[src/rtl/shift_sequencer.sv]
// rtl/shift_sequencer.sv - iterative SLL/SRL/SRA unit with valid/ready on both sides
// SHIFT_SEQ_DOUBLE_STEP_EN: apply two shift steps per SHIFT cycle while count >= 2.
module shift_sequencer #(
   parameter int WIDTH   = 16,
   parameter int SHAMT_W = 4
) (
   input  logic               clk,
   input  logic               rst_n,
   input  logic               in_valid,
   output logic               in_ready,
   input  logic [WIDTH-1:0]   in_data,
   input  logic [1:0]         in_op,
   input  logic [SHAMT_W-1:0] in_shamt,
   output logic               out_valid,
   input  logic               out_ready,
   output logic [WIDTH-1:0]   out_data,
   output logic               busy
);

   typedef enum logic [1:0] {
      S_IDLE  = 2'd0,
      S_SHIFT = 2'd1,
      S_DONE  = 2'd2
   } state_t;

   localparam logic [1:0]         OP_PASS = 2'b00;
   localparam logic [1:0]         OP_SLL  = 2'b01;
   localparam logic [1:0]         OP_SRL  = 2'b10;
   localparam logic [SHAMT_W-1:0] CNT_ONE = SHAMT_W'(1);
   localparam logic [SHAMT_W-1:0] CNT_TWO = SHAMT_W'(2);

   state_t             state_q, state_d;
   logic [WIDTH-1:0]   data_q, data_d;
   logic [1:0]         op_q, op_d;
   logic [SHAMT_W-1:0] cnt_q, cnt_d;

   function automatic logic [WIDTH-1:0] shift_step(input logic [WIDTH-1:0] d,
                                                   input logic [1:0]       op);
      logic [WIDTH-1:0] r;
      case (op)
         OP_SLL:  r = {d[WIDTH-2:0], 1'b0};
         OP_SRL:  r = {1'b0, d[WIDTH-1:1]};
         default: r = {d[WIDTH-1], d[WIDTH-1:1]};
      endcase
      return r;
   endfunction

   always_ff @(posedge clk or negedge rst_n) begin
      if (!rst_n) begin
         state_q <= S_IDLE;
         data_q  <= '0;
         op_q    <= OP_PASS;
         cnt_q   <= '0;
      end else begin
         state_q <= state_d;
         data_q  <= data_d;
         op_q    <= op_d;
         cnt_q   <= cnt_d;
      end
   end

   always_comb begin
      state_d = state_q;
      case (state_q)
         S_IDLE: begin
            if (in_valid) begin
               if (in_op == OP_PASS || in_shamt == '0) state_d = S_DONE;
               else                                    state_d = S_SHIFT;
            end
         end
         S_SHIFT: begin
`ifdef SHIFT_SEQ_DOUBLE_STEP_EN
            if (cnt_q <= CNT_TWO) state_d = S_DONE;
`else
            if (cnt_q == CNT_ONE) state_d = S_DONE;
`endif
         end
         S_DONE: begin
            if (out_ready) state_d = S_IDLE;
         end
         default: state_d = S_IDLE;
      endcase
   end

   // Operands are sampled only on the accept edge; the registers own the operation after that.
   always_comb begin
      data_d = data_q;
      op_d   = op_q;
      cnt_d  = cnt_q;
      if (state_q == S_IDLE && in_valid) begin
         data_d = in_data;
         op_d   = in_op;
         cnt_d  = in_shamt;
      end else if (state_q == S_SHIFT) begin
`ifdef SHIFT_SEQ_DOUBLE_STEP_EN
         if (cnt_q >= CNT_TWO) begin
            data_d = shift_step(shift_step(data_q, op_q), op_q);
            cnt_d  = cnt_q - CNT_TWO;
         end else begin
            data_d = shift_step(data_q, op_q);
            cnt_d  = cnt_q - CNT_ONE;
         end
`else
         data_d = shift_step(data_q, op_q);
         cnt_d  = cnt_q - CNT_ONE;
`endif
      end
   end

   always_comb begin
      in_ready  = (state_q == S_IDLE);
      busy      = (state_q != S_IDLE);
      out_valid = (state_q == S_DONE);
      out_data  = data_q;
   end

endmodule

[config.mk]
export PLATFORM = sky130hd
export DESIGN_NAME = shift_sequencer
export DESIGN_NICKNAME = d
export VERILOG_FILES = /design/src/rtl/shift_sequencer.sv
export SDC_FILE = /design/constraint.sdc
export NUM_CORES = 1
export LEC_CHECK = 0
export CELL_PAD_IN_SITES_DETAIL_PLACEMENT = 0
export CELL_PAD_IN_SITES_GLOBAL_PLACEMENT = 1
export CORE_MARGIN = 5
export CORE_UTILIZATION = 31
export DETAILED_ROUTE_END_ITERATION = 12
export GPL_TIMING_DRIVEN = 0
export PLACE_DENSITY = 0.79
export SYNTH_ARGS = -nofsm -noshare
export SYNTH_HDL_FRONTEND = slang
export SYNTH_SLANG_ARGS = --single-unit
[constraint.sdc]
create_clock -name clk -period 1.7 [get_ports clk]
set_clock_uncertainty 0.05 [all_clocks]
set_input_delay 0.34 -clock clk [delete_from_list [all_inputs] [get_ports clk]]
set_output_delay 0.34 -clock clk [all_outputs]
set_load 0.02 [all_outputs]
# == After elaboration in Yosys (flattened, before gate mapping) ==
# Index checks and enable logic that the tools add are counted.
# classes
n_mux,10
n_eq_ne,8
add_sub_neg,1
n_reduce_logical,10
# op_table
cell,n
two-way mux 16 bit,2
one-hot mux 16 bit (2 select lines),1
two-way mux 2 bit,4
two-way mux 4 bit,2
one-hot mux 2 bit (3 select lines),1
"equality test 2 x 1 -> 1 bit, second input constant",2
"equality test 2 bit, second input constant",2
"equality test 4 x 1 -> 1 bit, second input constant",1
zero test 2 bit,2
zero test 4 bit,1
"inequality test 2 bit, second input constant",2
nonzero test 2 bit,2
"subtractor 4 x 1 -> 4 bit, second input constant",1
AND reduction 3 bit,1
nonzero test 3 bit,1
"inequality test 2 x 1 -> 1 bit, second input constant",1
AND reduction 2 bit,1
logical AND 1 bit,1
logical OR 1 bit,1
# totals
regBits,24
in_bits,26
word_cells,34
out_inout_bits,19

# == Longest topological paths before layout ==
# Gate-level depths: netlist of the first run.
# logic_depth
word_depth,5
depth_mapped,7

# == Least setup slack after synthesis of the first run ==
# Ideal clock, no wire load.
# synth_path
path_kind,reg2reg
start,register op_q[0]
end,register data_q[12] (netlist: out_data[12])
t_required_ns,1.522
path_stages_with_launch,8
arrival_ns,1.531
path_slack_ns,-0.009
cell_sequence,dfrtp_1 > inv_1 > ha_1 > or2_1 > clkbuf_1 > buf_2 > a221oi_1 > o31ai_2
# synth_via
elab_chain_len,4
word_cells_on_any_way,5
# synth_lines
item,line,text
"start, declared",34,"logic [1:0] op_q, op_d;"
"start signal, assigned",57,op_q <= op_d;
equality test 2 bit or equality test 2 x 1 -> 1 bit (tied branches),40,case (op)
one-hot mux 16 bit (2 select lines) (*),40,
two-way mux 16 bit (*),94,end else if (state_q == S_SHIFT) begin
two-way mux 16 bit (*),90,if (state_q == S_IDLE && in_valid) begin
"end signal, assigned",56,data_q <= data_d;
"end, declared",33,"logic [WIDTH-1:0] data_q, data_d;"
# Mark *: on every way between the ends. The rest lies on a longest branch, timed or not. The select of a mux whose other input is x is not followed.
# A chain may end at the register's enable or synchronous reset.

# == Final worst setup path of the first run ==
# layout_path
start,register data_q[15] (netlist: out_data[15])
end,output out_data[15]
# layout_lines
item,line,text
"end, declared",16,"output logic [WIDTH-1:0] out_data,"
# No word-level cell between the ends.

==> flow_summary.toml, run 1 <==
[clock_network]
insertion_delay_ns = 0.28
ctsHtreeMaxLevel = 1
numClockSinks = 24
cts_root_buffer = "clkbuf_8"
cts_made_buffers = 3
cts_buffer_depth = 2
cts_tree = "done"
cts.clk_slew.worst_paths_ns = 0.09

[sta]
hold_viol = 0
grt_setup_unrepaired = "no"
slew_violations = 0
period_needed_ns = 1.67
fin_crit_sh = 0.985
setup_viol_count_final = 0
relSlewSlack = 0.245
worst_pin_slew_ns = 1.13
fmax_mhz = 597
tns_ns = 0

[worst_setup_path]
crit_required_ns = 1.31
path_max_fanout = 3
crit_path_end_kind = "output pin"
crit_chain = "clkdlybuf4s50_1"
path_buf_inv = 1
criticalPathCategory = "reg2out"
critPathTopFamily = "buffers and inverters"
worst_path_largest_cell_delay_ns = 0.62
cp.arrival_ns = 1.28
crit_slowest_cell = "clkdlybuf4s50_1"
worstSetupStartpointType = "register"

[floorplanning]
fp.dieH_um = 77.9
start_util = 0.324
std_cell_rows = 24
die_x_um = 77.9
io_pins = 45
die_area_um2 = 6070
core_area_um2 = 4410

[synth]
synth-edff-count = 0
ys_ff_latch = 24
yosys_warnings = 0
synth_cell_types = 32
synth.avg_cell_area_um2 = 9.35
async_flop_share = 1.00
ys_seq_area_frac = 0.420
synth_ff_type = "dfrtp_1"
synth_fp_nets = 183
synthCells = 153
syn_area_um2 = 1430

[placed_design]
post-dp-hpwl_mm = 2.90
numPortBuffers = 44
place_area_um2 = 1940
gp_congestion = 0.799

[global_routing]
grt_max_degree = 25
grt_pass1_vias = 1322
overflow = 0
antenna_found_initial = 0
grt_util_all_layers = 0.128
grt_pass1_wl_mm = 6.46

[route]
dr.pass1.iters = 4
wl_mm = 4.04
vias_per_cell = 5.29
drt-initial-drc-count = 63
ant_nets = 0
vias = 1349
drc = 0
routedWlPerCell_um = 15.8

[run_status]
outcome = "finished clean"

[worst_hold_path]
hold_class = "in2async"

[final_layout]
final_cell_mix = "24 x clkdlybuf4s50_1, 23 x dfrtp_1, 19 x nand2_1, 15 x dlygate4sd2_1, 12 x nor2_1"
postLayoutCellArea_um2 = 2150
fin_nets = 234
area_growth_pct = 50.1
final_common_cell = "clkdlybuf4s50_1"
fillers = 440
drive_gt1_frac = 0.251
num_antenna_cells = 0

[power_and_ir_drop]
ir_drop_uv = 641
p_leak_nw = 0.940
power_density_nw_per_um2 = 2000
p_total_mw = 4.29

[flow_run]
maxCapViolCount = 0
[where the power goes]
| group | internal [mW] | switching (mW) |
|---|---|---|
| logic | 1.20 | 1.42 |
| registers | 0.842 | 0.312 |
| clock network | 0.315 | 0.206 |
[path summary, 6_finish.rpt]
check                                  start           end  slack, ns  cells after the start
worst max-delay path            out_data[15]  out_data[15]       0.03                      1
worst min-delay path                   rst_n  out_data[10]       0.23                      1
worst max register to register       op_q[0]   out_data[2]       0.07                      6
worst min register to register      cnt_q[1]      cnt_q[1]       0.47                      2
max in group asynchronous              rst_n    state_q[1]       0.63                      1
min in group clk                    cnt_q[1]      cnt_q[1]       0.47                      2
[Yosys cell counts (6+ instances only)]
library cell	number	area, um2
nor2_2	6	37.5
nor2_1	13	48.8
inv_1	9	33.8
buf_2	6	30.0
o31ai_1	8	60.1
o21ai_0	7	35.0
o31ai_2	6	75.1
a21oi_1	7	35.0
nand2_1	19	71.3
a221oi_1	14	123
dfrtp_1	24	601
[per-layer routing]
metal,GRT usage,up-vias,wire length [um]
li1,-,665,-
met5,0,-,0
met4,0.0355,0,41
met1,0.185,646,1940
met2,0.198,34,1840
met3,0.0220,4,221
[state kept, by name, indices dropped and copies added (netlist names)]
register and cells:
out_data 16, cnt_q 4, op_q 2, state_q 2
[metrics by stage]
stage           util  instances  hold slack [ns]  setup slack [ns]
6_report       0.486        255            0.226            0.0258
2_1_floorplan      -        153         -0.00559          -0.00947
3_5_place_dp   0.438        249            0.456            -0.347
4_1_cts        0.470        254            0.477           -0.0117
5_1_grt        0.486        255            0.352           0.00104
3_3_place_gp   0.438        249            0.455            -0.320
[cell type report]
type	count	area, um2	share of cell area
multi-input combinational	108	842	0.392
sequential	24	602	0.280
timing repair buffer	47	434	0.202
buffer	11	98.8	0.0460
tap	52	65.1	0.0303
clock buffer	3	41.3	0.0192
inverter	9	33.8	0.0157
clock inverter	1	30.0	0.0140
[cell families after synthesis]
| logic type | count (synthesis) | synth area share |
|---|---|---|
| compound gates | 53 | 0.289 |
| simple gates | 51 | 0.185 |
| flops | 24 | 0.420 |
| buf+inv | 21 | 0.0709 |
| fa+ha+maj | 4 | 0.0350 |
[timing repair]
action / in CTS / in global routing
resized for setup: 50 / 12
hold buffers: 0 / 0
endpoints found under the hold margin: 0 / 0
setup endpoints to repair: 27 / 21
setup buffers: 2 / 1
pin swaps: 1 / 0
Power figures use the tool's default switching activity.
==> run 2: changes to the inputs <==
- ABC_AREA: not set -> 1
- CORE_UTILIZATION: 31 -> 35
- PLACE_DENSITY: 0.79 -> 0.86
- clock period: 1.7 -> 2.1 ns (I/O delays scaled with it)
==> run 2 against run 1 <==
Compared with the run above:
- area after synthesis rose by 10%
- worst hold slack improved by 0.25 ns
- critical path depth increased by 2
- core utilization up 0.53 points
- register-to-register slack gained 0.20 ns
- first-iteration DRC count is 1.6% lower
- routed wire length is 4.6% higher
- via count increased by 16%
- clock power decreased by 46%
- die area down 1.9%
- global-route usage up 1.7 points
- critical path type unchanged
- highest routed layer unchanged
==> flow_summary.toml, run 2 <==
[final_layout]
seq_area_um2 = 602
multi_input_area_um2 = 802
final_cell_mix = "67 x nand2_1, 41 x clkdlybuf4s50_1, 27 x inv_1, 23 x o21ai_0, 23 x dfrtp_1"
fillers = 449
drive_gt1_frac = 0.0699
fin_cells = 324
num_antenna_cells = 0
area_growth_pct = 35.6
largest_register_ffs = 16
final_common_cell = "nand2_1"
fin_nets = 304

[route]
vias = 1560
drc = 0
dr.pass1.iters = 4
drt-initial-drc-count = 62
routedWlPerCell_um = 13.0
vias_per_cell = 4.81
ant_nets = 0
wl_mm = 4.23

[floorplanning]
std_cell_rows = 24
io_pins = 45
fp.dieH_um = 77.2
core_area_um2 = 4350
die_area_um2 = 5950
start_util = 0.363
die_x_um = 77.2

[sta]
grt_setup_unrepaired = "no"
hold_viol = 0
relSlewSlack = 0.243
setup_viol_count_final = 0
worst_pin_slew_ns = 1.13
slew_violations = 0
setup_ws_ns = 0.255
fin_crit_sh = 0.879
fmax_mhz = 542
period_needed_ns = 1.85
tns_ns = 0

[worst_setup_path]
crit_chain = "nor2_4, buf_4, dlygate4sd2_1"
crit_path_end_kind = "output pin"
worstSetupStartpointType = "register"
crit_slowest_cell = "dfrtp_2"
crit_required_ns = 1.63
setup.worst_path.start = "state_q[0]"
reg2reg_from = "op_q[1]"
path_buf_inv = 2
criticalPathCategory = "reg2out"
path_max_fanout = 10
cp.arrival_ns = 1.38
critPathTopFamily = "buffers and inverters"
worst_path_largest_cell_delay_ns = 0.46

[synth]
async_flop_share = 1.00
synthCells = 224
yosys_warnings = 0
synthTopCellsByCount = "67 x nand2_1, 27 x inv_1, 24 x dfrtp_1, 23 x o21ai_0"
synth_ff_type = "dfrtp_1"
synth_top_cell_area_share = 0.380
synth_fp_nets = 254
synth.avg_cell_area_um2 = 7.05
synth_area_leaders = "dfrtp_1 38%, nand2_1 16%, o21ai_0 7.3%"
ys_ff_latch = 24
ys_seq_area_frac = 0.380
synth_cell_types = 23
syn_area_um2 = 1580
yosysMostFrequentCell = "nand2_1"
post-synth-top-area-cell = "dfrtp_1"
synth-edff-count = 0

[placed_design]
gp_congestion = 0.812
dp_slack_ns = 0.0788
placedCellCount = 320
numPortBuffers = 44
post-dp-hpwl_mm = 3.22

[worst_hold_path]
hold_class = "reg2reg"
min_from = "out_data[1]"

[power_and_ir_drop]
ir_drop_uv = 573
p_leak_nw = 1.05
p_total_mw = 3.17
power_density_nw_per_um2 = 1480

[clock_network]
ctsHtreeMaxLevel = 1
postCtsHoldBufs = 0
cts_buffer_depth = 2
cts_tree = "done"
numClockSinks = 24
cts.clk_slew.worst_paths_ns = 0.09
insertion_delay_ns = 0.27
cts_root_buffer = "clkbuf_8"
cts_made_buffers = 3

[global_routing]
grt_pass1_wl_mm = 7.16
overflow = 0
antenna_found_initial = 0
grt_max_degree = 25
grt_util_all_layers = 0.145
grt_pass1_vias = 1537

[flow_run]
maxCapViolCount = 0

[run_status]
outcome = "finished clean"
[run 2: cell count changes after synthesis, moves of 8 or more]
cell,before,now
nand2_1,19,67
a221oi_1,14,0
o211ai_1,0,9
nand3b_1,0,14
nand3_1,0,16
o31ai_1,8,0
o21ai_0,7,23
inv_1,9,27
[run 2: stage by stage]
stage          utilization  instance area, um2  hold slack, ns
2_1_floorplan            -                1580          0.0744
3_3_place_gp         0.479                2080           0.447
3_5_place_dp         0.479                2080           0.459
4_1_cts              0.491                2140           0.480
5_1_grt              0.492                2140           0.515
6_report             0.492                2140           0.475
[run 2: where the power goes]
part / total [mW] / switching (mW) / internal, mW
combinational: 1.99 / 1.18 / 0.813
clock: 0.283 / 0.154 / 0.129
sequential: 0.888 / 0.206 / 0.682
total: 3.17 / 1.54 / 1.62
[run 2: path summary, 6_finish.rpt]
kind / endpoint / slack (ns) / cells after the start
setup reg to reg: out_data[15] / 0.27 / 7
hold reg to reg: out_data[1] / 0.47 / 2
max in group asynchronous: state_q[0] / 0.55 / 1
min in group asynchronous: out_data[13] / 0.70 / 1
hold / removal: out_data[1] / 0.47 / 2
setup / recovery: in_ready / 0.25 / 3
[run 2: cells by family (layout without fill, tap and decap cells)]
kind of cell	count (synthesis)	count (layout)	share of synthesized area
AO/OA/AOI/OAI	38	38	0.137
AND/OR/NAND/NOR	117	117	0.334
XOR/XNOR	1	1	0.00555
adder cells (fa/ha/maj)	4	4	0.0317
buffers and inverters	40	88	0.112
flip-flops	24	24	0.380
[run 2: repair_timing]
item | in CTS | in global routing
pin swaps | 1 | 0
resized for setup | 3 | 2
setup buffers | 1 | 0
endpoints found under the setup margin | 2 | 2
[run 2: cell type report]
cell class                      count  area share
Timing Repair Buffer               45       0.211
Clock buffer                        3      0.0193
Inverter                           30      0.0526
Tap cell                           52      0.0304
Buffer                             10      0.0310
Sequential cell                    24       0.281
Multi-Input combinational cell    160       0.375
[run 2: worst min-delay path: cells and delay by family, from the launching register on]
family,cells,cell delay [ns]
DFF,1,0.38
and+or+nand+nor,2,0.12
[run 2: routing by layer]
layer / GRT usage / share of wire
met3: 0.0258 / 0.056
met5: 0 / 0
met1: 0.205 / 0.49
met2: 0.218 / 0.44
met4: 0.0567 / 0.011
==> run 3: changes to the inputs <==
- PLACE_DENSITY: 0.86 -> not set
- PLACE_DENSITY_LB_ADDON: not set -> 0.1
==> run 3 against run 2 <==
Compared with the run above:
- routed wire length grew 10%
- first-iteration DRC count grew 63%
- combinational power grew 2%
- register-to-register slack lost 0.02 ns
- critical endpoint is now out_valid
- final cell count grew 0.31%
- worst hold slack lost 0.014 ns
- flip-flop and latch count is the same
- largest cell class unchanged
- clock power grew 16%
- design area grew 0.41%
- clock-buffer cell count grew 1
- global-route usage grew 1.5 points
- non-clock buffer count is the same
==> flow_summary.toml, run 3 (synthesis gave the netlist of run 2 again) <==
[run_status]
outcome = "finished clean"

[clock_network]
insertion_delay_ns = 0.27
cts_made_buffers = 3
numClockSinks = 24
cts.clk_slew.worst_paths_ns = 0.09
ctsHtreeMaxLevel = 1
cts_tree = "done"
cts_root_buffer = "clkbuf_8"
postCtsHoldBufs = 0
cts_buffer_depth = 2

[placed_design]
dp_slack_ns = 0.0245
gp_congestion = 0.774
numPortBuffers = 44
post-dp-hpwl_mm = 3.31
placedCellCount = 320

[global_routing]
grt_pass1_vias = 1470
antenna_found_initial = 0
grt_pass1_wl_mm = 7.77
grt_util_all_layers = 0.161
overflow = 0
grt_max_degree = 25

[worst_setup_path]
crit_path_end_kind = "output pin"
cp.arrival_ns = 1.54
crit_required_ns = 1.63
path_max_fanout = 3
criticalPathCategory = "reg2out"
worstSetupStartpointType = "register"
ff2ff_setup_slack_ns = 0.25

[final_layout]
largest_register_ffs = 16
final_core_util = 0.494
fin_cells = 325
final_common_cell = "nand2_1"
drive_gt1_frac = 0.0733
area_growth_pct = 36.1
final_cell_mix = "66 x nand2_1, 42 x clkdlybuf4s50_1, 27 x inv_1, 24 x dfrtp_1, 23 x o21ai_0"
num_antenna_cells = 0
fillers = 449
fin_nets = 304

[power_and_ir_drop]
p_leak_nw = 1.03
power_density_nw_per_um2 = 1510
ir_drop_uv = 624

[sta]
tns_ns = 0
fmax_mhz = 497
setup_ws_ns = 0.0891
slew_violations = 0
period_needed_ns = 2.01
hold_viol = 0
relSlewSlack = 0.231
worst_pin_slew_ns = 1.15
setup_viol_count_final = 0
grt_setup_unrepaired = "no"
fin_crit_sh = 0.958

[floorplanning]
start_util = 0.363
core_area_um2 = 4350
die_area_um2 = 5950
die_x_um = 77.2
std_cell_rows = 24
fp.dieH_um = 77.2
io_pins = 45

[route]
ant_nets = 0
wl_mm = 4.67
dr.pass1.iters = 4
drc = 0
routedWlPerCell_um = 14.4
vias_per_cell = 4.92
drt-initial-drc-count = 101
vias = 1598

[flow_run]
maxCapViolCount = 0

[worst_hold_path]
hold_class = "reg2reg"
[run 3: critical path: stages, from the launching register on]
cell and delay (ns):
dfrtp_1 0.42, inv_1 0.10, nor2_1 0.13, clkdlybuf4s50_1 0.62
[run 3: layout make-up]
type,count,area [um2],share of cell area
Buffer,10,66.3,0.0308
Clock buffer,4,55.1,0.0256
Inverter,30,113,0.0524
Multi-Input combinational cell,160,805,0.374
Sequential cell,24,601,0.279
Tap cell,52,65.1,0.0303
Timing Repair Buffer,45,445,0.207
[run 3: path summary, 6_finish.rpt]
kind,cells past startpoint,to,from
worst max-delay path,3,out_valid,state_q[1]
worst min-delay path,2,out_data[6],out_data[6]
worst max register to register,8,out_data[15],op_q[0]
worst min register to register,2,out_data[6],out_data[6]
max in group asynchronous,1,out_data[12],rst_n
min in group asynchronous,1,state_q[0],rst_n
[run 3: where the power goes]
group	internal [mW]	total (mW)	leakage [nW]	switching (mW)
Combinational	0.809	2.03	0.700	1.22
Sequential	0.680	0.891	0.302	0.211
Clock	0.168	0.328	0.0288	0.160
[run 3: stage by stage]
step / power [mW] / hold slack (ns) / cell area (um2)
after floorplan: 2.15 / 0.0744 / 1580
after global placement: 2.91 / 0.443 / 2080
after detailed placement: 2.92 / 0.444 / 2080
after CTS: 3.26 / 0.468 / 2150
after global routing: 3.56 / 0.491 / 2150
final: 3.25 / 0.461 / 2150
[run 3: timing repair]
item | CTS | global route
setup endpoints to repair | 2 | 2
pin swaps | 1 | 0
buffers inserted | 1 | 0
endpoints found under the hold margin | 0 | 0
gates resized for setup | 3 | 1
[run 3: metal layers]
layer	track usage	wire [um]
met5	0	0
met4	0.0412	38
met3	0.0269	293
met2	0.231	1980
met1	0.245	2360
